--- src/rtl/settings_pkg.sv ---
// Shared sizes, FSM state type and window decoding for moving_average_inverse.
package settings_pkg;

  localparam int DATA_SIZE   = 16;
  localparam int WINDOW_SIZE = 6;
  localparam int MAX_WINDOW  = 64;
  localparam int FULL_SIZE   = DATA_SIZE + WINDOW_SIZE;
  localparam int LOG2_W      = $clog2(WINDOW_SIZE + 1);

  typedef logic [WINDOW_SIZE:0] window_t;

  typedef enum logic [1:0] {
    IDLE,
    RUN,
    FAULT
  } state_t;

  typedef struct packed {
    logic              legal;
    logic [LOG2_W-1:0] log2;
  } window_info_t;

  // A window is legal only if it is exactly one of the powers of two 1..MAX_WINDOW.
  function automatic window_info_t decode_window(input window_t window);
    window_info_t info;
    info.legal = 1'b0;
    info.log2  = '0;
    for (int i = 0; i <= WINDOW_SIZE; i++) begin
      if (window == (window_t'(1) << i)) begin
        info.legal = 1'b1;
        info.log2  = LOG2_W'(i);
      end
    end
    return info;
  endfunction

endpackage

--- src/rtl/sample_history.sv ---
// MAX_WINDOW-deep shift register of reconstructed samples; tap selects hist[N-1].
module sample_history
  import settings_pkg::*;
(
  input  logic                          clk,
  input  logic                          clear,
  input  logic                          shift,
  input  logic signed [DATA_SIZE-1:0]   din,
  input  logic        [WINDOW_SIZE-1:0] tap,
  output logic signed [DATA_SIZE-1:0]   dout
);

  logic signed [DATA_SIZE-1:0] hist [MAX_WINDOW];

  // NOTE: this storage is deliberately cleared on reset; the decoder relies on an
  // all-zero history, so it cannot be left uninitialised like an ordinary RAM.
  always_ff @(posedge clk) begin
    if (clear) begin
      for (int i = 0; i < MAX_WINDOW; i++) hist[i] <= '0;
    end else if (shift) begin
      hist[0] <= din;
      for (int i = 1; i < MAX_WINDOW; i++) hist[i] <= hist[i-1];
    end
  end

  assign dout = hist[tap];

endmodule

--- src/rtl/moving_average_inverse.sv ---
// Decoder for moving_average window sums: x[n] = S[n] - S[n-1] + x[n-N].
// Build option: define MA_INVERSE_SATURATE_EN to clamp out-of-range results and flag overflow.
module moving_average_inverse
  import settings_pkg::*;
(
  input  logic                        clk,
  input  logic                        reset,
  input  logic signed [FULL_SIZE-1:0] input_data,
  input  logic                        input_data_valid,
  input  logic        [WINDOW_SIZE:0] window,
  output logic signed [DATA_SIZE-1:0] output_data,
  output logic                        output_data_valid,
  output logic                        window_error,
  output logic                        overflow
);

  localparam int D_W = FULL_SIZE + 1;
  localparam int R_W = FULL_SIZE + 2;

`ifdef MA_INVERSE_SATURATE_EN
  localparam bit SAT_EN = 1'b1;
`else
  localparam bit SAT_EN = 1'b0;
`endif

  localparam logic signed [DATA_SIZE-1:0] DATA_MAX = {1'b0, {(DATA_SIZE-1){1'b1}}};
  localparam logic signed [DATA_SIZE-1:0] DATA_MIN = {1'b1, {(DATA_SIZE-1){1'b0}}};
  localparam logic signed [R_W-1:0]       R_MAX    = R_W'(DATA_MAX);
  localparam logic signed [R_W-1:0]       R_MIN    = R_W'(DATA_MIN);

  state_t       state, next_state;
  window_info_t win_info;
  logic [LOG2_W-1:0] win_log2;
  window_t      win_latched;
  logic         win_changed;
  logic         keep;
  logic         accept;

  logic signed [FULL_SIZE-1:0] s0, s_prev;
  logic                        v0, v1;
  logic signed [D_W-1:0]       d1;
  logic signed [R_W-1:0]       r;
  logic signed [DATA_SIZE-1:0] hist_tap, result;
  logic                        range_hit, ovf, retire;
  logic [WINDOW_SIZE-1:0]      tap;

  assign win_info    = decode_window(window);
  assign win_latched = window_t'(1) << win_log2;
  assign win_changed = (window != win_latched);
  assign tap         = WINDOW_SIZE'(win_latched - 1'b1);

  // NOTE: sequential state uses non-blocking assignments so every register samples
  // the pre-edge values; blocking here would create order-dependent simulation.
  always_ff @(posedge clk) begin
    if (reset) state <= IDLE;
    else       state <= next_state;
  end

  // NOTE: next_state gets a default before the case so no path leaves it unassigned
  // (which would infer a latch).
  always_comb begin
    next_state = state;
    case (state)
      IDLE:    if (input_data_valid) next_state = win_info.legal ? RUN : FAULT;
      RUN:     if (win_changed)      next_state = FAULT;
      FAULT:   next_state = FAULT;
      default: next_state = FAULT;
    endcase
  end

  // Anything leaving RUN kills the whole pipeline, including samples already in flight.
  always_comb begin
    window_error = (state == FAULT);
    keep         = (next_state == RUN);
    accept       = input_data_valid && keep;
  end

  always_ff @(posedge clk) begin
    if (reset)                        win_log2 <= '0;
    else if (state == IDLE && accept) win_log2 <= win_info.log2;
  end

  // Stage 0: register the accepted window sum.
  always_ff @(posedge clk) begin
    if (reset) begin
      s0 <= '0;
      v0 <= 1'b0;
    end else begin
      v0 <= accept;
      if (accept) s0 <= input_data;
    end
  end

  // Stage 1: first difference of consecutive sums.
  always_ff @(posedge clk) begin
    if (reset) begin
      d1     <= '0;
      s_prev <= '0;
      v1     <= 1'b0;
    end else begin
      v1 <= v0 && keep;
      if (v0 && keep) begin
        d1     <= D_W'(s0) - D_W'(s_prev);
        s_prev <= s0;
      end
    end
  end

  // Stage 2: add back the sample leaving the window, then clamp or wrap.
  always_comb begin
    r         = R_W'(d1) + R_W'(hist_tap);
    range_hit = (r > R_MAX) || (r < R_MIN);
    ovf       = SAT_EN && range_hit;
    result    = r[DATA_SIZE-1:0];
    if (ovf) result = (r > R_MAX) ? DATA_MAX : DATA_MIN;
  end

  assign retire = v1 && keep;

  always_ff @(posedge clk) begin
    if (reset) begin
      output_data       <= '0;
      output_data_valid <= 1'b0;
      overflow          <= 1'b0;
    end else begin
      output_data_valid <= retire;
      overflow          <= retire && ovf;
      if (retire) output_data <= result;
    end
  end

  sample_history u_history (
    .clk   (clk),
    .clear (reset),
    .shift (retire),
    .din   (result),
    .tap   (tap),
    .dout  (hist_tap)
  );

endmodule
--- config.mk ---
export PLATFORM = sky130hd
export DESIGN_NAME = moving_average_inverse
export DESIGN_NICKNAME = d
export VERILOG_FILES = /design/src/rtl/settings_pkg.sv /design/src/rtl/sample_history.sv /design/src/rtl/moving_average_inverse.sv
export SDC_FILE = /design/constraint.sdc
export NUM_CORES = 1
export LEC_CHECK = 0
export ABC_AREA = 1
export BUFFER_PORTS_ARGS = -buffer_cell sky130_fd_sc_hd__clkbuf_2
export CORE_ASPECT_RATIO = 1.75
export CORE_MARGIN = 3
export CORE_UTILIZATION = 51
export CTS_BUF_LIST = sky130_fd_sc_hd__clkbuf_2 sky130_fd_sc_hd__clkbuf_4 sky130_fd_sc_hd__clkbuf_8
export DETAILED_ROUTE_END_ITERATION = 8
export PLACE_DENSITY_LB_ADDON = 0.05
export SYNTH_ARGS = -nofsm -noshare
export SYNTH_HDL_FRONTEND = slang
export SYNTH_SLANG_ARGS = --single-unit
--- constraint.sdc ---
create_clock -name clk -period 26 [get_ports clk]
set_clock_uncertainty 0.2 [all_clocks]
set_input_delay 1.3 -clock clk [delete_from_list [all_inputs] [get_ports clk]]
set_output_delay 1.3 -clock clk [all_outputs]
set_load 0.02 [all_outputs]
# Yosys cells after proc, flatten, opt, wreduce, memory -nomap -nowiden
# Memory sizes are Yosys's and may differ from the RTL's.
# Index checks and enable logic that the tools add are counted.
# totals
word_cells	174
ram_bits	1024
register_bits	72
mem_count	1
input_bits	32
output_inout_bits	19
# mem_list
name	depth	word_bits	rd	rd_clocked_by_memory_dff	write_ports	line	rtl
u_history.hist	64	16	64	0	64	sample_history.sv:13	logic signed [DATA_SIZE-1:0] hist [MAX_WINDOW];
# op_classes
n_mux	80
eq_ne	11
reduce_logical	5
n_addsub	3
bitwise_logic	64
shift	1
# op_table
operator	n
2-to-1 mux 16 bit	64
OR 1 bit	64
2-to-1 mux 4 bit	7
adder 16 bit	1
subtractor 16 bit	1
equality test 7 x 1 -> 1 bit, second input constant	1
equality test 7 x 2 -> 1 bit, second input constant	1
equality test 7 x 3 -> 1 bit, second input constant	1
equality test 7 x 4 -> 1 bit, second input constant	1
equality test 7 x 5 -> 1 bit, second input constant	1
equality test 7 x 6 -> 1 bit, second input constant	1
equality test 7 bit, second input constant	1
inequality test 7 bit	1
<< shifter 1 x 3 -> 7 bit, first input constant	1
2-to-1 mux 2 bit	3
subtractor 6 x 1 -> 6 bit, second input constant	1
2-to-1 mux 1 bit	5
equality test 2 x 1 -> 1 bit, second input constant	2
logical AND 1 bit	4
case mux 2 bit (2 select lines)	1
equality test 2 bit, second input constant	1
zero test 2 bit	1

# Depth between registers and ports, before layout
# Gate-level depths: netlist of run 1.
# logic_depth
depth_word	17
ltp_mapped	33

# Hierarchy
# A second synthesis of run 1 with hierarchy kept.
# unflattened
hier_cells	6357
hier_area_um2	54911.4
# modules_own_cells
module	seq_area_each_um2	cells_per_inst	area_per_inst_um2	instances
sample_history	30749.5	5576	49643.9	1
moving_average_inverse	1441.4	781	5267.6	1

# Worst setup path after synthesis of run 1
# No wires, ideal clock.
# synth_path
path_type	in2reg
start	input window[2]
end	memory u_history.hist[0][0] (enable)
cell_stages	11
slack_ns	-0.175
t_arrival_ns	18.911
cell_sequence	nor2_1 -> nand2_1 -> inv_1 -> nand3_1 -> nor3b_1 -> nand3_1 -> nand2_2 -> nand2_2 -> nand2_1 -> buf_2 -> nand2_1
# synth_lines
element	line	rtl
start: declaration	moving_average_inverse.sv:10	input logic [WINDOW_SIZE:0] window,
end: declaration	sample_history.sv:13	

==> results of run 1 <==
## cell usage in the layout, fill, tap and decap left out, drive strengths merged, types with 18 or more instances in the layout
master,n
nand3,239
ha,32
a21oi,347
o221ai,18
buf,56
o21ai,521
nor2,1173
inv,1089
edfxtp,1024
clkinv,31
xor2,19
dfxtp,72
clkbuf,292
nand2,263
o211ai,63
## routing by layer
layer,global-route usage,part of all wire
met1,0.276,0.45
met2,0.327,0.49
met5,0,0
met3,0.0365,0.039
met4,0.0672,0.027
## power groups by stage
stage / combinational (mW) / sequential [mW] / clock (mW)
floorplan: 0.230 / 2.11 / 0
detailed placement: 0.326 / 2.07 / 0
global route: 0.365 / 2.04 / 1.53
finish: 0.321 / 2.03 / 1.41
CTS: 0.328 / 2.03 / 1.47
global placement: 0.325 / 2.07 / 0
## worst register-to-register path: stages, from the launching register on
cell and delay [ns]:
dfxtp_2 0.32, inv_2 0.67, nand2_4 0.62, xor2_1 0.33, nor4_2 0.09, nand2_1 0.09
o21ai_1 0.06, nand2_1 0.12, clkinv_2 0.11, nand2_8 0.72, buf_12 0.74, buf_4 0.99
buf_12 0.71, buf_4 1.08, buf_4 0.94, buf_4 0.76, nor2_4 0.05
## sequential cells by signal, indices dropped and copies added, names as in the netlist
| signal | flops |
|---|---|
| output_data | 16 |
| d1 | 16 |
| output_data_valid | 1 |
| s_prev | 16 |
| v0 | 1 |
| state | 2 |
| v1 | 1 |
| win_log2 | 3 |
| u_history.hist | 1024 |
| s0 | 16 |
## path summary, 6_finish.rpt
| path | from | end | depth (start not counted) |
|---|---|---|---|
| worst max-delay path | win_log2[2] | u_history.hist[18][8] | 16 |
| worst min-delay path | d1[14] | d1[14] | 2 |
| worst max register to register | win_log2[2] | u_history.hist[18][8] | 16 |
| worst min register to register | d1[14] | d1[14] | 2 |
## layout make-up
class,instances,area share
flip-flops and latches,1096,0.550
diodes,1,0.0000428
inverters,1089,0.0699
clock buffers,250,0.0513
well taps,1360,0.0291
clock inverters,38,0.00368
repair buffers,98,0.0130
multi-input cells,2750,0.283
## logic make-up after synthesis
family,after synthesis,share of synthesized area
DFF,1096,0.586
AOI/OAI and AO/OA,995,0.0968
adders and majority gates,34,0.00802
buffers and inverters,1400,0.114
and+or+nand+nor,1694,0.191
other,1,0.0000683
xor gates and xnor gates,26,0.00414
## through the flow
stage               total power [mW]   util  area [um^2]
finish                          3.77  0.550        58500
global route                    3.94  0.550        58500
CTS                             3.83  0.550        58500
detailed placement              2.39  0.520        55300
global placement                2.39  0.520        55300
floorplan                       2.34      -        54900
==> flow_metrics.tcl, run 1 <==
set metrics [dict create \
    grt.overflow.total 0 \
    p_int_mw 2.83 \
    setup_tns_ns 0 \
    worst_slack_ns 17.13 \
    switchingPower_uw 935 \
    fillers 9667 \
    routed_wl_um 110000 \
    clkLatencyLatePin_ns 0.85 \
    status "finished clean" \
    cellPowerDensity_nw_per_um2 64.4 \
    antenna_found_initial 1 \
    clock_power_share 0.375 \
    relSlewSlack 0.230 \
    synthTopCellsByArea "edfxtp_1, nor2_4, inv_1" \
    drtIter0Drc 2326 \
    synth_top_cell_area_share 0.560 \
    vias 34100 \
    worst_path_largest_cell_delay_ns 0.95 \
    peakVddDrop_uv 49.0 \
    cp.buffers_inverters 8 \
    fin_cells 6682 \
    multi_input_area_um2 16600 \
    numCtsBuffers 165 \
    ant_nets 0 \
    synth_commonest_cells "inv_1, edfxtp_1, nor2_1" \
    fp-row-count 158 \
    synth-edff-count 1024 \
    tightest_slew_ns 1.16 \
    crit_arrival_ns 9.24 \
    clockBufferDepth 3 \
    clock_sinks 1096 \
    swShare 0.248 \
    min_period_ns 8.87 \
    maxCapViolCount 0 \
    hp-class "register to register" \
    rsz0062_at_grt "false" \
    fin_nets 5266 \
    drive_gt1_frac 0.166 \
    avgRoutedWirePerCell_um 16.4 \
    dp.cells 6393 \
    yosysWarnings 0 \
    core-area_um2 106000 \
    vias_per_cell 5.11 \
    syn_to_final_growth_pct 6.52 \
    die_w_um 254 \
    port_buffers 43 \
    grt_max_degree 193 \
    synth-seq-cells 1096 \
    finalSetupViolations 0 \
    place_hpwl_um 59500 \
    power.leakage_nw 22.5 \
    crit_family "buffers and inverters" \
    ys.flop_type "edfxtp_1" \
    postSynthCellCount 5246 \
    yosysSeqAreaShare 0.586 \
    worstPathMaxFanout 82 \
    max_freq_ghz 0.113 \
    async_flop_share 0 \
    regArea_um2 32200 \
    htreeDepth 4 \
    synthesis.nets 5312 \
    critPathRequiredTime_ns 26.37 \
    synth.most_common_cell "inv_1" \
    gp_congestion 0.797 \
    seqPwrFrac 0.539 \
    critPathKind "register to register" \
    grt_pass1_vias 34100 \
    first_pass_iters 5 \
    ios 51 \
    cts_setup_buffers 0 \
    initial_utilization 0.517 \
    critPathLaunchType "register" \
    drc 0 \
    cts_root_buf "clkbuf_8" \
    grt_pass1_wl_um 181000 \
    pre_cts_ws_ns 16.85 \
    cp_slowest_cell "buf_4" \
    critPathCaptureType "register" \
    worstPathCellList "inv_2 > nand2_4 > xor2_1 > nor4_2 > nand2_1 > o21ai_1 > nand2_1 > clkinv_2 > nand2_8 > buf_12 > buf_4 > buf_12 > buf_4 > buf_4 > buf_4 > nor2_4" \
    grt_usage 0.202 \
    ctsResizeCount 0 \
    cts_tree "yes" \
    dieArea_um2 112000 \
    avgSynthCellArea_um2 10.5 \
    hold_violations 0 \
    holdWs_ns 0.274 \
    r2r_slack_ns 17.13 \
    synth_top_area_cell "edfxtp_1" \
    power_frac_comb 0.085 \
    die_h_um 440 \
    synthesis.area_um2 54900 \
    path_common_cell "buf_4" \
    slew_viol_final 0 \
    period_share 0.341 \
    ctsHoldBuffers 0 \
    ys_types 46 \
    cts.clk_slew.worst_paths_ns 0.06 \
]
Note: power is estimated with default switching activity, not from simulation.
==> run 2, diff against run 1 <==
==> constraint.sdc (replaced) <==
create_clock -name clk -period 8.3 [get_ports clk]
set_clock_uncertainty 0.2 [all_clocks]
set_input_delay 0.415 -clock clk [delete_from_list [all_inputs] [get_ports clk]]
set_output_delay 0.415 -clock clk [all_outputs]
set_load 0.02 [all_outputs]
==> run 2 against run 1 <==
Clock power grew to 3.2 times the previous value. Setup slack got worse by 15 ns. Utilization increased by 0.93 points. Critical path depth increased by 4. Cell area grew 1.7%. First-iteration DRC count increased by 1.0%. Clock-buffer cell count decreased by 11. Cell count increased by 1.4%. Register-to-register slack lost 15 ns. Non-clock buffer count rose by 81. Largest cell class unchanged. Largest power group unchanged.
==> flow_metrics.tcl, run 2 (synthesized netlist as in run 1, its figures left out) <==
set metrics [dict create \
    status "finished clean" \
    cp_slowest_cell "a211oi_1" \
    slew_viol_final 0 \
    core-area_um2 106000 \
    path_common_cell "o21ai_0" \
    place_hpwl_um 63000 \
    setup_tns_ns 0 \
    clock_power_share 0.377 \
    grt_pass1_vias 34400 \
    die_w_um 254 \
    gp_congestion 0.822 \
    tightest_slew_ns 1.09 \
    ios 51 \
    drive_gt1_frac 0.167 \
    cellPowerDensity_nw_per_um2 200 \
    hold_violations 0 \
    fin_cells 6773 \
    cts.clk_slew.worst_paths_ns 0.07 \
    maxCapViolCount 0 \
    power_frac_comb 0.088 \
    mostFrequentLayoutCell "inv_1" \
    hp-class "input port to register" \
    largest_register_ffs 1024 \
    final_cell_mix "inv_1, edfxtp_1, nor2_1" \
    grt_max_degree 186 \
    critPathCaptureType "register" \
    vias_per_cell 5.11 \
    vias 34600 \
    fp-row-count 158 \
    grt_usage 0.205 \
    min_period_ns 5.93 \
    fin_nets 5348 \
    peakVddDrop_uv 219 \
    fin_total_pwr_mw 11.9 \
    cts_setup_buffers 0 \
    crit_arrival_ns 6.33 \
    cp.buffers_inverters 3 \
    ctsResizeCount 0 \
    clkLatencyLatePin_ns 0.85 \
    htreeDepth 4 \
    routed_wl_um 112000 \
    placed_area_um2 55600 \
    period_share 0.715 \
    swShare 0.248 \
    worstPathCellList "nor2_2 > nand2_4 > buf_12 > buf_4 > o21ai_0 > a21oi_1 > o21ai_0 > nand3_1 > o21ai_0 > a211oi_1 > ha_1 > nand3_1 > nand2_1 > a21boi_0 > o21ai_0 > a21oi_1 > o21bai_1 > or2_2 > nand3_1 > inv_1" \
    r2r_slack_ns 2.37 \
    grt.overflow.total 0 \
    ant_nets 0 \
    first_pass_iters 5 \
    finalSetupViolations 0 \
    critPathRequiredTime_ns 8.70 \
    drc 0 \
    power.leakage_nw 23.0 \
    dieArea_um2 112000 \
    numCtsBuffers 166 \
    max_freq_ghz 0.169 \
    final_util 0.560 \
    grt_pass1_wl_um 184000 \
    crit_family "compound AO/OA/AOI/OAI gates" \
    postLayoutCellArea_um2 59500 \
    dp.cells 6410 \
    critPathLaunchType "register" \
    syn_to_final_growth_pct 8.33 \
    cts_tree "yes" \
    drtIter0Drc 2350 \
    seqPwrFrac 0.536 \
    regMostFlops "u_history.hist" \
    clockBufferDepth 3 \
    critPathKind "register to register" \
    worst_path_largest_cell_delay_ns 0.73 \
    rsz0062_at_grt "false" \
    cts_root_buf "clkbuf_8" \
    relSlewSlack 0.273 \
    switchingPower_mw 2.94 \
    port_buffers 43 \
    clock_sinks 1096 \
    p_int_mw 8.93 \
    ctsHoldBuffers 64 \
    initial_utilization 0.517 \
    antenna_found_initial 2 \
    die_h_um 440 \
    avgRoutedWirePerCell_um 16.5 \
    worstPathMaxFanout 170 \
]
-- run 2: cell types whose count changed in the layout (fill, tap and decap cells not counted), sizes merged --
| cell | delta |
|---|---|
| inv | +1 |
| clkinv | +17 |
| dlygate4sd3 | +64 |
| buf | +17 |
| clkbuf | -11 |
| bufinv | +3 |
-- run 2: power groups by stage --
stage / Clock [mW] / Sequential (mW) / Combinational, mW
3_5_place_dp: 0 / 6.48 / 1.05
3_3_place_gp: 0 / 6.47 / 1.04
5_1_grt: 4.85 / 6.38 / 1.18
2_1_floorplan: 0 / 6.50 / 0.721
4_1_cts: 4.64 / 6.36 / 1.06
6_report: 4.47 / 6.36 / 1.04
-- run 2: worst paths after layout --
kind	startpoint	end	cells past startpoint
min	window[3]	win_log2[2]	6
min reg2reg	output_data[12]	output_data[12]	2
max reg2reg	win_log2[0]	u_history.hist[0][11]	20
max	win_log2[0]	u_history.hist[0][11]	20
-- run 2: area by class of cell --
class                      count  area [um^2]
multi-input combinational   2750        16600
tap                         1360         1700
fill                        9533        46800
clock buffer                 239         2900
clock inverter                59          379
timing repair buffer         179         1690
antenna                        1         2.50
inverter                    1089         4090
sequential                  1096        32200
-- run 2: worst min-delay path, cell delays in order --
cell and delay (ns):
clkbuf_2 0.09, nor2_1 0.06, nand2_1 0.11, nor4_1 0.06
nor3b_1 0.31, a21oi_1 0.11
-- run 2: metrics by stage --
step | hold WS (ns) | setup slack, ns
after floorplan | 0.250 | 1.92
after global placement | 0.259 | 2.32
after detailed placement | 0.267 | 2.34
after CTS | 0.0266 | 2.30
after global routing | 0.104 | 1.85
final | 0.153 | 2.37
-- run 2: per-layer routing --
layer / part of all wire / track usage
met4: 0.026 / 0.0630
met1: 0.44 / 0.277
met2: 0.49 / 0.340
met3: 0.038 / 0.0360
met5: 0.000099 / 0
